File: config.mk
export PLATFORM = sky130hd
export DESIGN_NAME = psram_xfer_sched
export DESIGN_NICKNAME = d
export VERILOG_FILES = /design/src/rtl/psram_xfer_sched.sv
export SDC_FILE = /design/constraint.sdc
export NUM_CORES = 1
export LEC_CHECK = 0
export CAP_MARGIN = 10
export CORE_UTILIZATION = 52
export CTS_BUF_LIST = sky130_fd_sc_hd__clkbuf_2
export CTS_CLUSTER_DIAMETER = 80
export DETAILED_ROUTE_END_ITERATION = 10
export PLACE_DENSITY = 0.83
export SYNTH_ARGS = -nofsm -noshare
export SYNTH_HDL_FRONTEND = slang
export SYNTH_SLANG_ARGS = --single-unit
File: constraint.sdc
create_clock -name clk_i -period 6.7 [get_ports clk_i]
set_clock_uncertainty 0.1 [all_clocks]
set_input_delay 2.01 -clock clk_i [delete_from_list [all_inputs] [get_ports clk_i]]
set_output_delay 2.01 -clock clk_i [all_outputs]
set_load 0.02 [all_outputs]
File: src/rtl/psram_xfer_sched.sv
// Round-robin transfer scheduler for the PSRAM command engine: splits each granted transfer
// into page-safe, burst-limited segments and issues them one at a time.
`timescale 1ns/1ps
module psram_xfer_sched #(
  parameter int NUM_REQ    = 2,
  parameter int ADDR_WIDTH = 23,
  parameter int LEN_WIDTH  = 12,
  parameter int PAGE_BYTES = 1024,
  parameter int MAX_BURST  = 32
) (
  input  logic                            clk_i,
  input  logic                            rst_i,
  input  logic [NUM_REQ-1:0]              req_valid_i,
  output logic [NUM_REQ-1:0]              req_ready_o,
  input  logic [NUM_REQ-1:0]              req_we_i,
  input  logic [NUM_REQ*ADDR_WIDTH-1:0]   req_addr_i,
  input  logic [NUM_REQ*LEN_WIDTH-1:0]    req_len_i,
  output logic [NUM_REQ-1:0]              done_o,
  output logic                            cmd_valid_o,
  input  logic                            cmd_ready_i,
  output logic                            cmd_we_o,
  output logic [ADDR_WIDTH-1:0]           cmd_addr_o,
  output logic [$clog2(MAX_BURST)-1:0]    cmd_len_o,
  output logic [$clog2(NUM_REQ)-1:0]      cmd_id_o,
  output logic                            cmd_last_o,
  input  logic                            seg_done_i,
  output logic                            busy_o
);

  localparam int ID_W  = $clog2(NUM_REQ);
  localparam int SL_W  = $clog2(MAX_BURST);
  localparam int PG_W  = $clog2(PAGE_BYTES);
  localparam int REM_W = LEN_WIDTH + 1;

  // Command handshake: a segment transfers on a cycle with cmd_valid_o && cmd_ready_i; while
  // cmd_valid_o is high and cmd_ready_i low every cmd_* field holds its value.
  typedef enum logic [1:0] {IDLE, ISSUE, WAIT} state_t;

  state_t                state;
  logic [ID_W-1:0]       ptr;
  logic [ADDR_WIDTH-1:0] addr;
  logic [REM_W-1:0]      rem;

  logic                  grant_any;
  logic [ID_W-1:0]       grant_idx;
  logic [31:0]           rem_w;
  logic [31:0]           left_w;
  logic [31:0]           seg_w;

  always_comb begin
    int idx;
    logic [ID_W-1:0] idx_c;
    grant_any = 1'b0;
    grant_idx = '0;
    idx       = 0;
    idx_c     = '0;
    for (int i = 0; i < NUM_REQ; i++) begin
      idx = int'(ptr) + i;
      if (idx >= NUM_REQ) idx = idx - NUM_REQ;
      idx_c = ID_W'(idx);
      if (!grant_any && req_valid_i[idx_c]) begin
        grant_any = 1'b1;
        grant_idx = idx_c;
      end
    end
  end

  always_comb begin
    req_ready_o = '0;
    if (state == IDLE && grant_any) req_ready_o[grant_idx] = 1'b1;
  end

  // Segment = min(remaining, burst limit, bytes left in the current page).
  always_comb begin
    rem_w  = 32'(rem);
    left_w = 32'(PAGE_BYTES) - 32'(addr[PG_W-1:0]);
    seg_w  = rem_w;
    if (seg_w > 32'(MAX_BURST)) seg_w = 32'(MAX_BURST);
    if (seg_w > left_w)         seg_w = left_w;
  end

  assign cmd_addr_o = addr;
  assign cmd_len_o  = cmd_valid_o ? SL_W'(seg_w - 32'd1) : '0;
  assign cmd_last_o = cmd_valid_o && (seg_w == rem_w);
  assign busy_o     = (state != IDLE);

  always_ff @(posedge clk_i or posedge rst_i) begin
    if (rst_i) begin
      state       <= IDLE;
      ptr         <= '0;
      addr        <= '0;
      rem         <= '0;
      cmd_we_o    <= 1'b0;
      cmd_id_o    <= '0;
      cmd_valid_o <= 1'b0;
      done_o      <= '0;
    end else begin
      done_o <= '0;
      case (state)
        IDLE: begin
          if (grant_any) begin
            cmd_we_o    <= req_we_i[grant_idx];
            addr        <= req_addr_i[grant_idx*ADDR_WIDTH +: ADDR_WIDTH];
            rem         <= REM_W'(req_len_i[grant_idx*LEN_WIDTH +: LEN_WIDTH]) + REM_W'(1);
            cmd_id_o    <= grant_idx;
            ptr         <= (grant_idx == ID_W'(NUM_REQ - 1)) ? '0 : grant_idx + 1'b1;
            cmd_valid_o <= 1'b1;
            state       <= ISSUE;
          end
        end
        ISSUE: begin
          if (cmd_ready_i) begin
            cmd_valid_o <= 1'b0;
            state       <= WAIT;
          end
        end
        WAIT: begin
          if (seg_done_i) begin
            addr <= addr + ADDR_WIDTH'(seg_w);
            rem  <= rem - REM_W'(seg_w);
            if (seg_w == rem_w) begin
              done_o[cmd_id_o] <= 1'b1;
              state            <= IDLE;
            end else begin
              cmd_valid_o <= 1'b1;
              state       <= ISSUE;
            end
          end
        end
        default: state <= IDLE;
      endcase
    end
  end

endmodule

# Word level (Yosys, flattened, before mapping)
# Cells that the tools add are included.
[classes]
n_addsub = 9
mul = 2
magnitude_cmp = 10
n_eq_ne = 7
n_shift = 2
mux = 40
reduce_logical = 14
[op_table]
columns = ["op", "n"]
rows = [
  ["$mux W23", 2],
  ["$pmux W23 S2", 1],
  ["$shiftx A46 B7 Y23", 1],
  ["$mux W13", 3],
  ["$eq A32 B13 Y1", 1],
  ["$gt A32 B32 Y1", 1],
  ["$mux W32", 1],
  ["$pmux W13 S2", 1],
  ["$shiftx A24 B6 Y12", 1],
  ["$add A23 B23 Y23", 1],
  ["$mux W1", 20],
  ["$mux W2", 7],
  ["$add A12 B1 Y13 const B", 1],
  ["$gt A13 B6 Y1 const B", 1],
  ["$sub A13 B13 Y13", 1],
  ["$sub A11 B10 Y12 const A", 1],
  ["$lt A1 B2 Y1 const B", 4],
  ["$ne A2 B2 Y1 const B", 4],
  ["$mul A1 B5 Y6 const B", 1],
  ["$pmux W2 S3", 1],
  ["$reduce_and A3 Y1", 2],
  ["$logic_and A1 B1 Y1", 5],
  ["$mux W5", 1],
  ["$reduce_and A5 Y1", 1],
  ["17 further kinds", 21],
]
[word_totals]
regBits = 44
out_inout_bits = 37

# Logic depth before layout (Yosys ltp)
# Gate-level depths: netlist of run 1.
[depth]
word_depth = 13
mapped_depth = 23
depth_no_buf = 23

# Worst setup path after synthesis of run 1
# Ideal clock, no wire load.
[synth_path]
path_kind = "flip-flop to output port"
start = "reg addr[0], in the netlist cmd_addr_o[0]"
end = "out cmd_last_o"
arrival_ns = 3.916
required_time_ns = 4.590
slack_ns = 0.674
path_stages_with_launch = 18
n_path_buf = 0
path_cell_list = "dfrtp_1 -> inv_1 -> ha_1 -> inv_1 -> or3_1 -> xnor2_1 -> ha_1 -> a21o_1 -> a21o_1 -> a21oi_1 -> nand2_1 -> o21ai_2 -> mux2i_1 -> inv_1 -> ha_1 -> nand4_1 -> nor4_1 -> and2_1"
[synth_via]
elab_chain_len = 5
[synth_lines]
columns = ["item", "line_no", "rtl"]
rows = [
  ["start: declaration", "41", "logic [ADDR_WIDTH-1:0] addr;"],
  ["start signal: assignment", "103", "addr <= req_addr_i[grant_idx*ADDR_WIDTH +: ADDR_WIDTH];"],
  ["start signal: assignment", "119", "addr <= addr + ADDR_WIDTH'(seg_w);"],
  ["$sub A11 B10 Y12 *", "76", "left_w = 32'(PAGE_BYTES) - 32'(addr[PG_W-1:0]);"],
  ["$gt A32 B32 Y1", "79", "if (seg_w > left_w) seg_w = left_w;"],
  ["$mux W32 *", "79", ""],
  ["$eq A32 B13 Y1 *", "84", "assign cmd_last_o = cmd_valid_o && (seg_w == rem_w);"],
  ["$logic_and A1 B1 Y1 *", "84", ""],
  ["end: declaration", "25", "output logic cmd_last_o,"],
]
# Every way passes the cells marked *; elsewhere a longest branch is shown, timed or not.

# Worst setup path in the final report of run 1
[layout_path]
start = "reg rem[9]"
end = "out cmd_len_o[2]"
[layout_via]
elab_chain_len = 6
[layout_lines]
columns = ["item", "line_no", "rtl"]
rows = [
  ["start: declaration", "42", "logic [REM_W-1:0] rem;"],
  ["start signal: assignment", "104", "rem <= REM_W'(req_len_i[grant_idx*LEN_WIDTH +: LEN_WIDTH]) + REM_W'(1);"],
  ["start signal: assignment", "120", "rem <= rem - REM_W'(seg_w);"],
  ["$gt A13 B6 Y1", "78", "if (seg_w > 32'(MAX_BURST)) seg_w = 32'(MAX_BURST);"],
  ["$mux W13 *", "78", ""],
  ["$gt A32 B32 Y1", "79", ""],
  ["$mux W32 *", "79", ""],
  ["$sub A5 B1 Y5 *", "83", "assign cmd_len_o = cmd_valid_o ? SL_W'(seg_w - 32'd1) : '0;"],
  ["$mux W5 *", "83", ""],
  ["end: declaration", "23", "output logic [$clog2(MAX_BURST)-1:0] cmd_len_o,"],
]
# Marks and branches as above.

==> flow_metrics.py, run 1 <==
metrics = {
    "clock_tree": {
        "clkSinkCount": 44,
        "cts_buffers": 5,
        "cts-hold-fix-buffers": 0,
        "clk_pin_slew_ns": 0.27,
        "cts_buffer_depth": 2,
        "cts-root-buf": "clkbuf_2",
        "h-tree-depth": 2,
        "clk-insertion-delay-late_ns": 0.43,
        "cts_tree": "done",
    },
    "grt": {
        "grt_util_met3_pct": 4.60,
        "grt_pass1_wl_mm": 24.7,
        "grt_overflow": 0,
        "grt_util_met1_pct": 44.4,
        "grt_usage_pct": 32.2,
        "antenna_found_initial": 0,
        "grt_pass1_vias": 5133,
        "busiest_layer": "met2",
        "gr-usage-met2_pct": 52.0,
        "grt_max_degree": 45,
    },
    "floorplan": {
        "core_area_um2": 8760,
        "die_area_um2": 9470,
        "io_pins": 115,
        "start_util_pct": 53.9,
        "rows": 34,
        "die_x_um": 97.3,
        "fp.dieH_um": 97.3,
    },
    "synthesis": {
        "synthFlopType": "dfrtp_1",
        "synth_largest_area_cell": "dfrtp_1",
        "yosys_warnings": 0,
        "synth_top_family_by_area": "simple AND/OR/NAND/NOR gates",
        "synth_seq_area_share_pct": 23.3,
        "synth_cells": 640,
        "synth_adder_area_share_pct": 11.2,
        "synth-xor-area-share_pct": 8.16,
        "muxShareOfSynthArea_pct": 2.57,
        "synth_edf_count": 0,
        "synthSimpleGateAreaFrac_pct": 26.2,
        "synthesis.area_um2": 4720,
        "synth_area_leaders": "dfrtp_1 23%, ha_1 10%, nand2_1 8.1%, a21oi_1 6.5%, o21ai_0 4.7%",
        "synth.distinct_cells": 60,
        "synth_compound_area_share_pct": 24.1,
        "synthArstFlopShare_pct": 100,
        "syn_avg_cell_area_um2": 7.38,
        "ys_seq_elements": 44,
        "synth_top_area_share_pct": 23.3,
    },
    "timing": {
        "timing.fmax_mhz": 154,
        "setup_violations": 0,
        "setup_tns_ns": 0,
        "period_minus_slack_ns": 6.51,
        "timing.final.crit_share_pct": 97.2,
        "hold_viol_final": 0,
        "tightest_slew_ns": 0.717,
        "drv_slew": 0,
        "slew_headroom_pct": 51.6,
    },
    "layout": {
        "final_nets": 882,
        "diodes": 0,
        "layout_commonest_cell": "clkdlybuf4s50_1",
        "area_growth_syn_to_layout_pct": 30.3,
        "fillers": 735,
        "final_cell_mix": "111 x clkdlybuf4s50_1, 102 x nand2_1, 60 x a21oi_1, 48 x nor2_1, 44 x o21ai_0",
        "final_layout_size_suffix_gt1_share_pct": 6.54,
    },
    "drt": {
        "wl_per_cell_um": 17.2,
        "drtPass1Iterations": 5,
        "drtIter0Drc": 344,
        "via_per_inst": 5.98,
        "ant_nets": 0,
        "vias": 5211,
        "wl_mm": 15.0,
        "route.detailed.drc": 0,
    },
    "power_and_ir_drop": {
        "clkPwrFrac_pct": 3.7,
        "p_leak_nw": 2.70,
        "p_sw_mw": 1.74,
        "power.density_nw_per_um2": 532,
        "peakVddDrop_mv": 0.302,
        "sw_frac_of_total_pct": 53.1,
        "power.share.sequential_pct": 17.2,
        "comb_power_share_pct": 79.1,
        "p_total_mw": 3.27,
        "p_int_mw": 1.54,
    },
    "placed_design": {
        "globalplace.congestion": 0.926,
        "dp_hpwl_mm": 11.6,
        "io_buffers": 114,
    },
    "job": {
        "cap_viol_max_count": 0,
    },
    "worst_setup_path": {
        "worst_setup_path_start_kind": "register",
        "end_kind": "output port",
        "cp.arrival_ns": 4.40,
        "cp.required_ns": 4.59,
        "critical_path.max_fanout": 17,
        "path_class": "register to output port",
    },
    "hold_path": {
        "min_path_type": "register to register",
    },
    "status": {
        "status": "finished, final reports clean",
    },
}
-- cell type report --
cell class / count / area (µm²) / share of cell area [%]
sequential: 44 / 1100 / 17.9
multi-input combinational: 550 / 3480 / 56.5
inverter: 27 / 101 / 1.65
clock inverter: 3 / 13.8 / 0.224
clock buffer: 5 / 25.0 / 0.407
tap: 108 / 135 / 2.20
timing repair buffer: 135 / 1300 / 21.1
-- cells in the mapped netlist, types with 6 or more instances --
master,number
nand2_1,102
a21oi_1,61
nor2_1,48
dfrtp_1,44
o21ai_0,44
ha_1,39
nand3_1,30
inv_1,27
xnor2_1,23
xor2_1,21
nor3_1,17
and3_1,16
clkbuf_1,14
a21o_1,11
mux2i_1,11
buf_2,9
o21a_1,9
nand2b_1,8
o211ai_1,8
nor2b_1,7
nor4_1,7
a31oi_1,6
and2_1,6
-- path summary, 6_finish.rpt --
check	from	to	depth (start not counted)	slack, ns
max in group asynchronous	rst_i	cmd_addr_o[2]	3	4.15
setup / recovery	rem[9]	cmd_len_o[2]	17	0.19
hold / removal	cmd_id_o	done_o[0]	1	0.41
setup reg to reg	rem[9]	cmd_addr_o[12]	21	1.36
min in group asynchronous	rst_i	cmd_valid_o	3	1.89
hold reg to reg	cmd_id_o	done_o[0]	1	0.41
-- worst max-delay path: stages (launching register included) --
cell      delay [ns]
dfrtp_1         0.46
or4_1           0.59
nor2_4          0.18
buf_4           0.15
nand2_1         0.08
inv_1           0.12
ha_1            0.26
o21a_1          0.11
o21ai_1         0.11
a21oi_1         0.11
o21ai_4         0.28
buf_8           0.19
nand2_1         0.07
o21a_1          0.15
ha_2            0.23
or4b_1          0.53
o211ai_1        0.13
clkbuf_2        0.21
-- timing repair --
item	4_1_cts	5_1_grt
setup endpoints to repair	3	3
pin swaps	3	4
gates resized for setup	9	8
hold endpoints to repair	0	0
buffers inserted	3	3
-- flip-flops by register name, indices dropped and copies added, names as in the netlist --
name / count
cmd_id_o: 1
done_o: 2
ptr: 1
rem: 13
cmd_valid_o: 1
cmd_addr_o: 23
cmd_we_o: 1
state: 2
-- through the flow --
step                      worst slack, ns  util (%)  cells  instance area (µm²)  hold slack (ns)
final                               0.189      70.2    872                 6150            0.413
after global routing              -0.0237      70.2    872                 6150            0.447
after CTS                          0.0355      69.9    869                 6120            0.419
after detailed placement           0.0917      68.9    858                 6040            0.380
after global placement              0.195      68.9    858                 6040            0.371
after floorplan                     0.674         -    646                 4740            0.363
-- power by group through the flow --
stage | Sequential [mW] | Combinational (mW) | Clock, mW
finish | 0.563 | 2.59 | 0.120
global placement | 0.553 | 2.46 | 0
CTS | 0.557 | 2.53 | 0.124
global route | 0.581 | 2.84 | 0.133
detailed placement | 0.560 | 2.50 | 0
floorplan | 0.607 | 1.69 | 0
-- routing by layer --
layer / share of wire [%] / wire (µm) / up-vias
li1: - / - / 2529
met1: 46 / 6890 / 2447
met2: 46 / 6870 / 219
met3: 6.7 / 1010 / 16
met4: 1.5 / 232 / 0
met5: 0 / 0 / -
-- kinds of logic after synthesis --
group	count (synthesis)
buffers and inverters	52
AND/OR/NAND/NOR	263
AO/OA/AOI/OAI	182
XOR/XNOR	44
multiplexers	12
other	2
flip-flops	44
adder cells (fa/ha/maj)	41
Power figures use the tool's default switching activity.
==> run 2, diff against run 1 <==
- CORE_UTILIZATION: 52 -> 25
- CTS_CLUSTER_DIAMETER: 80 -> 100
- HOLD_SLACK_MARGIN: default -> 0.03
- PLACE_DENSITY: 0.83 -> default
==> flow_metrics.py, run 2 (synthesis results as in run 1) <==
metrics = {
    "timing": {
        "worst_slack_ns": 0.184,
        "tightest_slew_ns": 0.993,
        "timing.fmax_mhz": 153,
        "drv_slew": 0,
        "setup_violations": 0,
        "timing.final.crit_share_pct": 97.3,
        "hold_viol_final": 0,
        "slew_headroom_pct": 33.7,
        "period_minus_slack_ns": 6.52,
    },
    "clock_tree": {
        "cts_buffers": 5,
        "h-tree-depth": 2,
        "clk-insertion-delay-late_ns": 0.46,
        "cts-hold-fix-buffers": 0,
        "clkSinkCount": 44,
        "cts-root-buf": "clkbuf_2",
        "clk_pin_slew_ns": 0.26,
        "cts_tree": "done",
        "cts_buffer_depth": 2,
    },
    "worst_setup_path": {
        "end_kind": "output port",
        "cp.required_ns": 4.59,
        "crit_chain": "or4_4, nor2_4, buf_4, nand2_1, inv_2, ha_1, o21a_1, o21ai_2, a21oi_2, o21ai_4, buf_6, buf_8, a21oi_1, ha_1, nand3_2, nor4_4, buf_4, and2_1, buf_4",
        "critPathTopFamily": "simple AND/OR/NAND/NOR gates",
        "crit_path_top_delay_cell": "or4_4",
        "slowest_delay_ns": 0.56,
        "rrSetupSlack_ns": 1.48,
        "worst_setup_path_start_kind": "register",
        "path_buf_inv": 6,
        "cp-startpoint": "rem[9]",
        "cp_num_cells": 19,
        "r2r_start": "rem[9]",
        "path_class": "register to output port",
        "cp.arrival_ns": 4.41,
        "cp_common_cell": "buf_4",
        "crit_end": "cmd_last_o",
        "r2r_cells": 22,
        "critical_path.max_fanout": 12,
        "regToRegEndpoint": "cmd_addr_o[12]",
    },
    "floorplan": {
        "die_x_um": 139,
        "io_pins": 115,
        "start_util_pct": 25.9,
        "fp.dieH_um": 139,
        "die_area_um2": 19400,
        "core_area_um2": 18200,
        "rows": 49,
    },
    "placed_design": {
        "place_inst": 983,
        "globalplace.congestion": 0.862,
        "dp_hpwl_mm": 12.1,
        "io_buffers": 114,
        "pre_cts_ws_ns": 0.0511,
    },
    "layout": {
        "area_growth_syn_to_layout_pct": 36.5,
        "layout.area.seq_um2": 1100,
        "final_nets": 890,
        "fin_cells": 1002,
        "final_cell_mix": "111 x clkdlybuf4s50_1, 102 x nand2_1, 58 x a21oi_1, 46 x nor2_1",
        "fillers": 1920,
        "final_layout_size_suffix_gt1_share_pct": 9.33,
        "largest_reg_flops": 23,
        "final_util_pct": 35.4,
        "multiInputGateArea_um2": 3530,
        "layout_commonest_cell": "clkdlybuf4s50_1",
    },
    "power_and_ir_drop": {
        "p_leak_nw": 2.76,
        "peakVddDrop_mv": 0.162,
        "p_total_mw": 3.39,
        "sw_frac_of_total_pct": 52.1,
        "p_int_mw": 1.63,
        "clkPwrFrac_pct": 4.8,
        "power.density_nw_per_um2": 526,
        "power.share.sequential_pct": 16.3,
        "comb_power_share_pct": 78.9,
        "p_sw_mw": 1.77,
    },
    "hold_path": {
        "hold_depth": 1,
        "min_path_type": "register to register",
    },
    "grt": {
        "grt_pass1_vias": 4654,
        "grt_pass1_wl_mm": 24.7,
        "grt_overflow": 0,
        "grt_max_degree": 45,
        "antenna_found_initial": 1,
        "grt_usage_pct": 15.7,
    },
    "drt": {
        "ant_nets": 0,
        "wl_per_cell_um": 15.5,
        "drtIter0Drc": 215,
        "route.detailed.drc": 0,
        "via_per_inst": 5.01,
        "drtPass1Iterations": 5,
        "wl_mm": 15.5,
        "vias": 5021,
    },
    "status": {
        "status": "finished, final reports clean",
    },
    "job": {
        "cap_viol_max_count": 0,
    },
}
run 2: how the worst min path moves through the flow:
| stage | startpoint | to | slack, ns |
|---|---|---|---|
| after global placement | cmd_we_o | cmd_we_o | 0.37 |
| final | cmd_id_o | done_o[0] | 0.41 |
| after detailed placement | cmd_id_o | done_o[0] | 0.38 |
| after CTS | cmd_id_o | done_o[0] | 0.41 |
| after global routing | cmd_id_o | done_o[0] | 0.44 |
| after floorplan | ptr | ptr | 0.36 |
run 2: final cells by class:
cell class | instances | area share [%]
multi-input combinational | 550 | 54.8
timing repair buffer | 143 | 21.1
tap | 229 | 4.44
sequential | 44 | 17.1
clock buffer | 6 | 0.466
inverter | 27 | 1.57
antenna | 1 | 0.0388
clock inverter | 2 | 0.543
run 2: repair_timing:
action / in CTS / in global routing
buffers inserted: 0 / 10
pin swaps: 1 / 6
hold endpoints to repair: 0 / 0
setup endpoints to repair: 3 / 3
gates resized for setup: 5 / 31
run 2: metrics by stage:
step / setup TNS [ns] / area (µm²) / hold slack [ns]
2_1_floorplan: 0 / 4740 / 0.363
3_3_place_gp: 0 / 6220 / 0.371
3_5_place_dp: 0 / 6220 / 0.378
4_1_cts: -0.196 / 6290 / 0.411
5_1_grt: -0.0564 / 6450 / 0.435
6_report: 0 / 6450 / 0.409
run 2: routing by layer:
| layer | global-route usage [%] | part of all wire, % | up-vias |
|---|---|---|---|
| met3 | 2.00 | 4.2 | 12 |
| met5 | 0 | 0 | - |
| met4 | 3.98 | 1.2 | 0 |
| met1 | 22.1 | 49 | 2331 |
| li1 | - | - | 2546 |
| met2 | 25.3 | 46 | 132 |
run 2: power groups by stage:
stage / Combinational, mW / Clock, mW / Sequential, mW
6_report: 2.68 / 0.163 / 0.553
5_1_grt: 2.96 / 0.176 / 0.573
4_1_cts: 2.57 / 0.171 / 0.549
3_5_place_dp: 2.56 / 0 / 0.555
3_3_place_gp: 2.57 / 0 / 0.552
2_1_floorplan: 1.69 / 0 / 0.607
